**config.mk**
```make
export PLATFORM = sky130hd
export DESIGN_NAME = instr_encoder
export DESIGN_NICKNAME = d
export VERILOG_FILES = /design/src/rtl/instr_pkg.sv /design/src/rtl/instr_field_pack.sv /design/src/rtl/instr_encoder.sv
export SDC_FILE = /design/constraint.sdc
export NUM_CORES = 1
export LEC_CHECK = 0
export CAP_MARGIN = 15
export CORE_MARGIN = 4
export CORE_UTILIZATION = 59
export CTS_BUF_LIST = sky130_fd_sc_hd__clkbuf_4
export CTS_CLUSTER_SIZE = 16
export DETAILED_ROUTE_END_ITERATION = 10
export DONT_BUFFER_PORTS = 1
export PLACE_DENSITY = 0.86
export SYNTH_ARGS = -nofsm -noshare
export SYNTH_HDL_FRONTEND = slang
export SYNTH_SLANG_ARGS = --single-unit
export TNS_END_PERCENT = 50
```
**constraint.sdc**
```tcl
create_clock -name clk -period 1.45 [get_ports clk]
set_clock_uncertainty 0.05 [all_clocks]
set_input_delay 0.29 -clock clk [delete_from_list [all_inputs] [get_ports clk]]
set_output_delay 0.29 -clock clk [all_outputs]
set_load 0.05 [all_outputs]
```
**src/rtl/instr_pkg.sv**
```systemverilog
// Shared MIPS encoding constants and kind codes.
// The main decoder imports the same package.
package instr_pkg;

  typedef enum logic [3:0] {
    K_ADD  = 4'd0,
    K_SUB  = 4'd1,
    K_AND  = 4'd2,
    K_OR   = 4'd3,
    K_SLT  = 4'd4,
    K_JR   = 4'd5,
    K_LW   = 4'd6,
    K_SW   = 4'd7,
    K_BEQ  = 4'd8,
    K_ADDI = 4'd9,
    K_J    = 4'd10,
    K_JAL  = 4'd11
  } kind_t;

  typedef enum logic {
    ST_RUN,
    ST_FULL
  } state_t;

  localparam logic [5:0] OP_RTYPE = 6'h00;
  localparam logic [5:0] OP_J     = 6'h02;
  localparam logic [5:0] OP_JAL   = 6'h03;
  localparam logic [5:0] OP_BEQ   = 6'h04;
  localparam logic [5:0] OP_ADDI  = 6'h08;
  localparam logic [5:0] OP_LW    = 6'h23;
  localparam logic [5:0] OP_SW    = 6'h2B;

  localparam logic [5:0] FUNCT_ADD = 6'h20;
  localparam logic [5:0] FUNCT_SUB = 6'h22;
  localparam logic [5:0] FUNCT_AND = 6'h24;
  localparam logic [5:0] FUNCT_OR  = 6'h25;
  localparam logic [5:0] FUNCT_SLT = 6'h2A;
  localparam logic [5:0] FUNCT_JR  = 6'h08;

endpackage

```
**src/rtl/instr_field_pack.sv**
```systemverilog
// Combinational packer: kind code plus fields -> 32-bit MIPS word.
// Fields a format does not use are forced to zero.
module instr_field_pack
  import instr_pkg::*;
(
  input  logic [3:0]  kind,
  input  logic [4:0]  rs,
  input  logic [4:0]  rt,
  input  logic [4:0]  rd,
  input  logic [15:0] imm,
  input  logic [25:0] target,
  output logic [31:0] word,
  output logic        illegal
);

  always_comb begin
    word    = '0;
    illegal = 1'b0;
    case (kind)
      K_ADD:   word = {OP_RTYPE, rs, rt, rd, 5'd0, FUNCT_ADD};
      K_SUB:   word = {OP_RTYPE, rs, rt, rd, 5'd0, FUNCT_SUB};
      K_AND:   word = {OP_RTYPE, rs, rt, rd, 5'd0, FUNCT_AND};
      K_OR:    word = {OP_RTYPE, rs, rt, rd, 5'd0, FUNCT_OR};
      K_SLT:   word = {OP_RTYPE, rs, rt, rd, 5'd0, FUNCT_SLT};
      K_JR:    word = {OP_RTYPE, rs, 15'd0, FUNCT_JR};
      K_LW:    word = {OP_LW, rs, rt, imm};
      K_SW:    word = {OP_SW, rs, rt, imm};
      K_BEQ:   word = {OP_BEQ, rs, rt, imm};
      K_ADDI:  word = {OP_ADDI, rs, rt, imm};
      K_J:     word = {OP_J, target};
      K_JAL:   word = {OP_JAL, target};
      default: illegal = 1'b1;
    endcase
  end

endmodule

```
**src/rtl/instr_encoder.sv**
```systemverilog
// Instruction encoder: one registered output stage with valid/ready,
// sequential word addresses, RUN/FULL state and sticky full/err flags.
module instr_encoder
  import instr_pkg::*;
#(
  parameter int          n    = 32,
  parameter int          AW   = 8,
  parameter int unsigned BASE = 0
) (
  input  logic          clk,
  input  logic          reset,
  input  logic          restart,
  input  logic          in_valid,
  output logic          in_ready,
  input  logic [3:0]    in_kind,
  input  logic [4:0]    in_rs,
  input  logic [4:0]    in_rt,
  input  logic [4:0]    in_rd,
  input  logic [15:0]   in_imm,
  input  logic [25:0]   in_target,
  output logic          out_valid,
  input  logic          out_ready,
  output logic [n-1:0]  out_instr,
  output logic [AW-1:0] out_addr,
  output logic          full,
  output logic          err
);

  localparam logic [AW-1:0] BASE_ADDR = AW'(BASE);

  state_t        state_q, state_d;
  logic          valid_q, valid_d;
  logic [n-1:0]  instr_q, instr_d;
  logic [AW-1:0] addr_q, addr_d;
  logic          full_q, full_d;
  logic          err_q, err_d;

  logic [31:0]   packed_word;
  logic          packed_illegal;
  logic          accept;
  logic          xfer;

  instr_field_pack u_pack (
    .kind    (in_kind),
    .rs      (in_rs),
    .rt      (in_rt),
    .rd      (in_rd),
    .imm     (in_imm),
    .target  (in_target),
    .word    (packed_word),
    .illegal (packed_illegal)
  );

  always_comb begin
    state_d  = state_q;
    valid_d  = valid_q;
    instr_d  = instr_q;
    addr_d   = addr_q;
    full_d   = full_q;
    err_d    = err_q;
    in_ready = (state_q == ST_RUN) && (!valid_q || out_ready) && !restart;
    accept   = in_valid && in_ready;
    xfer     = valid_q && out_ready;

    if (restart) begin
      state_d = ST_RUN;
      valid_d = 1'b0;
      addr_d  = BASE_ADDR;
      full_d  = 1'b0;
      err_d   = 1'b0;
    end else begin
      if (xfer) begin
        valid_d = 1'b0;
        addr_d  = addr_q + AW'(1);
        if (addr_q == '1) begin
          full_d  = 1'b1;
          state_d = ST_FULL;
        end
      end
      // A same-cycle accept overrides the drain, keeping throughput at one word per cycle.
      if (accept) begin
        if (packed_illegal) begin
          err_d = 1'b1;
        end else begin
          valid_d = 1'b1;
          instr_d = packed_word;
        end
      end
    end
  end

  always_ff @(posedge clk or posedge reset) begin
    if (reset) begin
      state_q <= ST_RUN;
      valid_q <= 1'b0;
      instr_q <= '0;
      addr_q  <= BASE_ADDR;
      full_q  <= 1'b0;
      err_q   <= 1'b0;
    end else begin
      state_q <= state_d;
      valid_q <= valid_d;
      instr_q <= instr_d;
      addr_q  <= addr_d;
      full_q  <= full_d;
      err_q   <= err_d;
    end
  end

  assign out_valid = valid_q;
  assign out_instr = instr_q;
  assign out_addr  = addr_q;
  assign full      = full_q;
  assign err       = err_q;

endmodule

```
==> flow_results.xml <==
<?xml version="1.0" encoding="UTF-8"?>
<metrics>
  <group name="cells_and_area">
    <metric name="final_layout_size_suffix_gt1_share" unit="%">18.90</metric>
    <metric name="layout.cells.most_common" unit="">dfrtp_1</metric>
    <metric name="final_core_util" unit="%">69.83</metric>
    <metric name="layout_common_cells" unit="">35 x dfrtp_1, 26 x nand2_1, 21 x a21oi_1, 18 x o21ai_1</metric>
    <metric name="antenna-diode-count" unit="">0</metric>
    <metric name="area_delta_synth_final" unit="%">13.02</metric>
    <metric name="layout.nets" unit="">320</metric>
  </group>
  <group name="global_route">
    <metric name="grt_antenna_before_repair" unit="">0</metric>
    <metric name="grt_first_pass_wirelength" unit="um">9673</metric>
    <metric name="gr-usage-met2" unit="%">39.60</metric>
    <metric name="groute.layer.met3.usage" unit="%">7.914</metric>
    <metric name="grt.total_usage" unit="%">24.38</metric>
    <metric name="groute.layer.met1.usage" unit="%">31.15</metric>
    <metric name="first_global_vias" unit="">1975</metric>
    <metric name="global_route.overflow_total" unit="">0</metric>
    <metric name="grt.busiest_layer" unit="">met2</metric>
    <metric name="grt_max_degree" unit="">43</metric>
  </group>
  <group name="clock_tree">
    <metric name="numCtsBuffers" unit="">5</metric>
    <metric name="clkSlewWorstSetupHoldPaths" unit="ps">120</metric>
    <metric name="worstSkewPairLatency" unit="ps">340</metric>
    <metric name="ctsRootBufferMaster" unit="">clkbuf_4</metric>
    <metric name="tritoncts" unit="">done</metric>
    <metric name="cts_buffer_depth" unit="">2</metric>
    <metric name="clock_sinks" unit="">42</metric>
    <metric name="htree_levels" unit="">2</metric>
  </group>
  <group name="sta">
    <metric name="slew_headroom" unit="%">38.01</metric>
    <metric name="max_freq" unit="GHz">0.6707</metric>
    <metric name="fin_crit_sh" unit="%">102.8</metric>
    <metric name="setup-violations-final" unit="">2</metric>
    <metric name="worst_pin_slew" unit="ps">925.7</metric>
    <metric name="timing.final.max_slew_violations" unit="">0</metric>
    <metric name="fin_setup_tns" unit="ps">-44.05</metric>
    <metric name="grt_setup_unrepaired" unit="">yes</metric>
    <metric name="final_hold_viols" unit="">0</metric>
    <metric name="finalWorstSetupSlack" unit="ps">-40.88</metric>
    <metric name="finalWorstPathRequiredPeriod" unit="ps">1491</metric>
    <metric name="final_hold_slack" unit="ps">38.01</metric>
  </group>
  <group name="floorplan">
    <metric name="core.rowCount" unit="">22</metric>
    <metric name="width_of_the_chip" unit="um">70.38</metric>
    <metric name="total_die_area" unit="um2">4953</metric>
    <metric name="initial_utilization" unit="%">61.78</metric>
    <metric name="num_io_pins" unit="">110</metric>
    <metric name="core_area" unit="um2">3716</metric>
    <metric name="chipHeight" unit="um">70.38</metric>
  </group>
  <group name="setup_path">
    <metric name="critical_path.max_fanout" unit="">2</metric>
    <metric name="worst-endpoint-required" unit="ps">1110</metric>
    <metric name="rrSetupSlack" unit="ps">0</metric>
    <metric name="setup.worst_path.class" unit="">flip-flop to primary output</metric>
    <metric name="startpoint_kind_of_the_worst_setup_timing_path" unit="">flip-flop</metric>
    <metric name="crit_arrival" unit="ps">1150</metric>
    <metric name="end_kind" unit="">primary output</metric>
  </group>
  <group name="routing">
    <metric name="antenna_left" unit="">0</metric>
    <metric name="routed_wire_length_per_instance" unit="um">19.80</metric>
    <metric name="detail_route.wirelength" unit="um">5979</metric>
    <metric name="detail_route.drc_violations" unit="">0</metric>
    <metric name="routed_via_density" unit="">6.361</metric>
    <metric name="num_vias" unit="">1921</metric>
    <metric name="drt_first_iter_violations" unit="">84</metric>
    <metric name="drt_pass1_iterations" unit="">4</metric>
  </group>
  <group name="synthesis">
    <metric name="synth-seq-cells" unit="">42</metric>
    <metric name="synth.distinct_cells" unit="">45</metric>
    <metric name="synthesis.area" unit="um2">2296</metric>
    <metric name="synth_edf_count" unit="">0</metric>
    <metric name="syn-instance-count" unit="">246</metric>
    <metric name="mappedNetlistNets" unit="">313</metric>
    <metric name="yosys_warnings" unit="">0</metric>
    <metric name="synth_seq_area_share" unit="%">45.78</metric>
    <metric name="synth.avg_cell_area" unit="um2">9.333</metric>
    <metric name="synth_async_sr_flop_share" unit="%">100.0</metric>
    <metric name="yosys_most_used_dff" unit="">dfrtp_1</metric>
  </group>
  <group name="pwr">
    <metric name="power.sequential.fraction" unit="%">61.1</metric>
    <metric name="p_clk_share" unit="%">24.6</metric>
    <metric name="switching_share" unit="%">39.42</metric>
    <metric name="vdd.ir_drop.worst" unit="V">0.0007779</metric>
    <metric name="static-leakage-power" unit="uW">0.001120</metric>
    <metric name="power_per_cell_area" unit="nW/um2">1226</metric>
    <metric name="gate_power_share" unit="%">14.3</metric>
    <metric name="total_switching_power" unit="uW">1254</metric>
    <metric name="p_int" unit="uW">1927</metric>
  </group>
  <group name="min_path">
    <metric name="hold_class" unit="">input pin to flip-flop</metric>
  </group>
  <group name="status">
    <metric name="failed_checks" unit="">negative setup slack</metric>
    <metric name="run_status" unit="">complete, but fails checks</metric>
  </group>
  <group name="flow_run">
    <metric name="max-cap-violations" unit="">0</metric>
  </group>
  <group name="place">
    <metric name="port-buffer-count" unit="">0</metric>
    <metric name="place_hpwl" unit="um">4172</metric>
    <metric name="gp_congestion" unit="">0.8155</metric>
  </group>
</metrics>
[per-stage QoR]
| step | cells | power (uW) | cell area [um2] | setup WS (ps) |
|---|---|---|---|---|
| after global placement | 289 | 2383 | 2434 | -191.5 |
| after floorplan | 246 | 2312 | 2322 | -53.64 |
| final | 302 | 3180 | 2595 | -40.88 |
| after detailed placement | 289 | 2403 | 2434 | -222.7 |
| after global routing | 302 | 3318 | 2595 | -102.9 |
| after CTS | 301 | 3186 | 2569 | -82.48 |
[sequential cells by signal, summed over array words and instances, names as in the netlist]
register	cells
out_valid	1
out_instr	31
out_addr	8
full	1
err	1
[worst max-delay path: stages, from the launching register on]
cell and delay, ps:
dfrtp_2 440, nor2_4 90, and2_4 150, buf_12 130
[final timing paths]
path,start,to,depth (start not counted)
worst max-delay path,full,in_ready,3
worst min-delay path,in_kind[1],out_instr[26],2
worst max register to register,out_valid,out_instr[3],5
worst min register to register,out_addr[4],out_addr[4],2
max in group asynchronous,reset,out_addr[3],3
min in group asynchronous,reset,out_instr[23],3
[cell usage after synthesis (3+ instances only)]
cell        n  area [um2]
and3_1      6       37.54
buf_4       4       30.03
o21ai_0     3       15.01
o21ai_1    18       90.09
a2bb2oi_1   5       43.79
a221oi_1    3       26.28
nand2_1    26       97.59
clkbuf_1    6       22.52
buf_2      10       50.05
a32o_1      3       30.03
a22o_1     17       148.9
nand3_1     3       15.01
nor2_1     11       41.29
a21oi_1    21       105.1
inv_1       5       18.77
xnor2_1     5       43.79
a22oi_1    17       127.6
dfrtp_1    42        1051
nor2b_1     6       37.54
[cells by family after synthesis]
kind of cell	Yosys count	synth area share, %
AO/OA/AOI/OAI	100	30.03
adder cells (fa/ha/maj)	1	0.5449
buffers and inverters	29	6.267
AND/OR/NAND/NOR	63	13.13
other	1	0.1633
flip-flops	42	45.78
multiplexers	3	1.417
XOR/XNOR	7	2.670
[repair_timing]
| item | 4_1_cts | 5_1_grt |
|---|---|---|
| endpoints found under the hold margin | 53 | 0 |
| hold buffers | 2 | 0 |
| buffers inserted | 2 | 1 |
| gates cloned | 0 | 0 |
| gates resized for setup | 4 | 4 |
| setup endpoints to repair | 1 | 12 |
| pin swaps | 3 | 1 |
[layer usage]
metal	part of all wire (%)	wire length (um)
met5	0	0
met4	0.74	44
met3	9.1	546
met2	50	3012
met1	40	2375
[power groups by stage]
stage          clock (uW)  sequential [uW]  combinational, uW
2_1_floorplan           0             1950                362
3_3_place_gp            0             1970                415
3_5_place_dp            0             1970                433
4_1_cts               787             1950                453
5_1_grt               839             1960                517
6_report              782             1940                455
[layout make-up]
cell class	instances	area, um2
Timing Repair Buffer	22	219.0
Clock buffer	7	52.55
Sequential cell	42	1060
Fill cell	293	1121
Multi-Input combinational cell	175	1147
Tap cell	48	60.06
Inverter	7	26.28
Clock inverter	1	30.03
Note: power is estimated with default switching activity, not from simulation.
==> edit (config.mk and constraints unchanged) <==
Make the reset (`reset`) synchronous in one clocked block.
--- a/src/rtl/instr_encoder.sv
+++ b/src/rtl/instr_encoder.sv
@@ -89,7 +89,7 @@
     end
   end
 
-  always_ff @(posedge clk or posedge reset) begin
+  always_ff @(posedge clk) begin
     if (reset) begin
       state_q <= ST_RUN;
       valid_q <= 1'b0;
Function: differs if reset is asserted again (counterexample within 4 cycles, from zero or initial values and one cycle with reset high); with reset held inactive, the same outputs for 10 cycles.
==> edit against the unedited design <==
  * The run still ends with negative setup slack left
  * Sequential cell count unchanged
  * Power is 20% lower
  * Critical path depth unchanged
  * Non-clock buffer count grew 20
  * Die area up 2.4%
  * Worst setup slack better by 0.040 ns
  * Maximum frequency is 2.7% higher
  * Design area increased by 4.4%
  * Area after synthesis is 2.7% higher
  * Routed wire length increased by 2.1%
  * Highest routed layer unchanged
==> edit: results (changes against the unedited design) <==
Power and ir drop
  • Maximum VDD drop: 0.485 mV (-38%)
  • Leakage: 1.04 nW (-7.3%)
  • Sw frac: 0.301 (-0.0937)

Global routing
  • Vias in the first global route: 2095 (+6.1%)
  • Largest net degree at the start of global routing: 51 (+19%)
  • First-pass GRT wire length: 9880 um (+2.1%)
  • GRT Total Usage: 0.239 (-0.00520)

Routing
  • DR WL met2: 3050 um (+1.1%)
  • DRT Pass-1 Iters: 4 (unchanged)
  • Final WL: 6100 um (+2.1%)
  • Initial DRC count: 104 (+24%)
  • Met1 wire length: 2360 um (-0.63%)
  • WL met3: 616 um (+13%)
  • Vias: 2203 (+15%)
  • WL/cell: 17.4 um (-12%)

Min path
  • Hold Path Class: in2reg

Status
  • Outcome: complete, but fails checks
  • Failing checks: negative setup slack

Yosys
  • Cells after Synth: 284 (+15%)
  • Post-synth cell types: 43 (-4.4%)
  • Synth cell count leaders: nor2_1, dfxtp_1, a211oi_1
  • Synth area leaders: dfxtp_1, a211oi_1, nor2_1, a22o_1, a21oi_1
  • Yosys warns: 0 (unchanged)
  • Synth area leader: dfxtp_1
  • Net Count, Synth: 351 (+12%)
  • Yosys top cell area share: 0.356 (-0.101)
  • Synth async-reset ratio: 0 (-1.00)
  • Post-synthesis sequential area ratio: 0.356 (-0.101)

Finish
  • Antenna fix cells: 0 (unchanged)
  • Fill cells: 298 (+1.7%)
  • Nets@finish: 370 (+16%)
  • Layout cell share with drive strength beyond 1: 0.231 (+0.0420)

Critical path
  • Critical path peak fanout: 4 (+2)

STA
  • Max-slew headroom: 0.626 (+0.246)
  • Setup Viol. Count Final: 1 (-1)
  • Final worst slack: -0.00107 ns (+0.0398 ns)
  • Final setup TNS: -0.00107 ns (+0.0430 ns)

CTS
  • Clock transition at path regs: 0.12 ns (about the same)
  • Bufs on Longest Clock Path: 2 (unchanged)
  • H-tree levels: 2 (unchanged)
  • Clk_lat worst skew: 0.35 ns

Placement
  • Placed insts: 342 (+18%)
  • RePlAce Congestion: 0.837 (+2.7%)
  • Port bufs: 0 (unchanged)
  • Hpwl dp: 4470 um (+7.2%)
  • Placed cell areas: 2590 sq um (+6.3%)
edit: layout make-up:
cell class | instances | area, sq um | area share
Clock buffer | 5 | 37.5 | 0.0139
Clock inverter | 2 | 33.8 | 0.0125
Inverter | 5 | 18.8 | 0.00693
Multi-Input combinational cell | 207 | 1330 | 0.491
Sequential cell | 42 | 852 | 0.314
Tap cell | 48 | 60.1 | 0.0222
Timing Repair Buffer | 42 | 378 | 0.139
edit: timing repair:
item                       CTS  global route
pin swaps                    1             0
setup buffers                1             0
hold buffers                 1             0
hold endpoints to repair    31             0
resized for setup            4             2
setup endpoints to repair    3             5
edit: final timing paths:
check,slack [ns],endpoint,depth (start not counted),startpoint
worst max-delay path,-0.001,in_ready,3,full$_SDFFE_PP0P_
worst min-delay path,0.05,err$_SDFFE_PP0P_,2,in_kind[3]
worst max register to register,0.05,out_instr[1]$_SDFFE_PP0P_,5,full$_SDFFE_PP0P_
worst min register to register,0.45,out_addr[1]$_SDFFE_PP0P_,2,out_addr[1]$_SDFFE_PP0P_
edit: metrics by stage:
step	util	worst slack, ns	hold slack [ns]
after floorplan	-	-0.00442	0.312
after global placement	0.686	0.108	0.314
after detailed placement	0.686	-0.00772	0.317
after CTS	0.717	0.0104	0.0419
after global routing	0.719	-0.0373	0.0387
final	0.719	-0.00107	0.0496
edit: kinds of logic (layout without fill, tap and decap cells):
kind of cell    count (synthesis)  in the layout  synth area share
other cells                     1              1           0.00159
fa+ha+maj                       1              1           0.00530
buf+inv                        35             54            0.0902
compound gates                 96             96             0.297
xor+xnor                        7              7            0.0260
mux                             2              2           0.00955
simple gates                  100            100             0.214
flops                          42             42             0.357
edit: power by group through the flow:
stage | Sequential (mW) | Combinational, mW | Clock [mW]
after detailed placement | 1.28 | 0.548 | 0
after CTS | 1.26 | 0.572 | 0.722
final | 1.26 | 0.571 | 0.715
after floorplan | 1.43 | 0.329 | 0
after global placement | 1.28 | 0.536 | 0
after global routing | 1.26 | 0.617 | 0.758
edit: critical path, cell delays in order (launching register included):
cell and delay (ns):
dfxtp_2 0.36, nor2_4 0.11, and2_4 0.17, buf_12 0.13
edit: metal layers:
metal,global-route usage,vias up
met5,0,-
met4,0.0835,0
met1,0.291,1039
met2,0.393,81
li1,-,1076
met3,0.0799,7
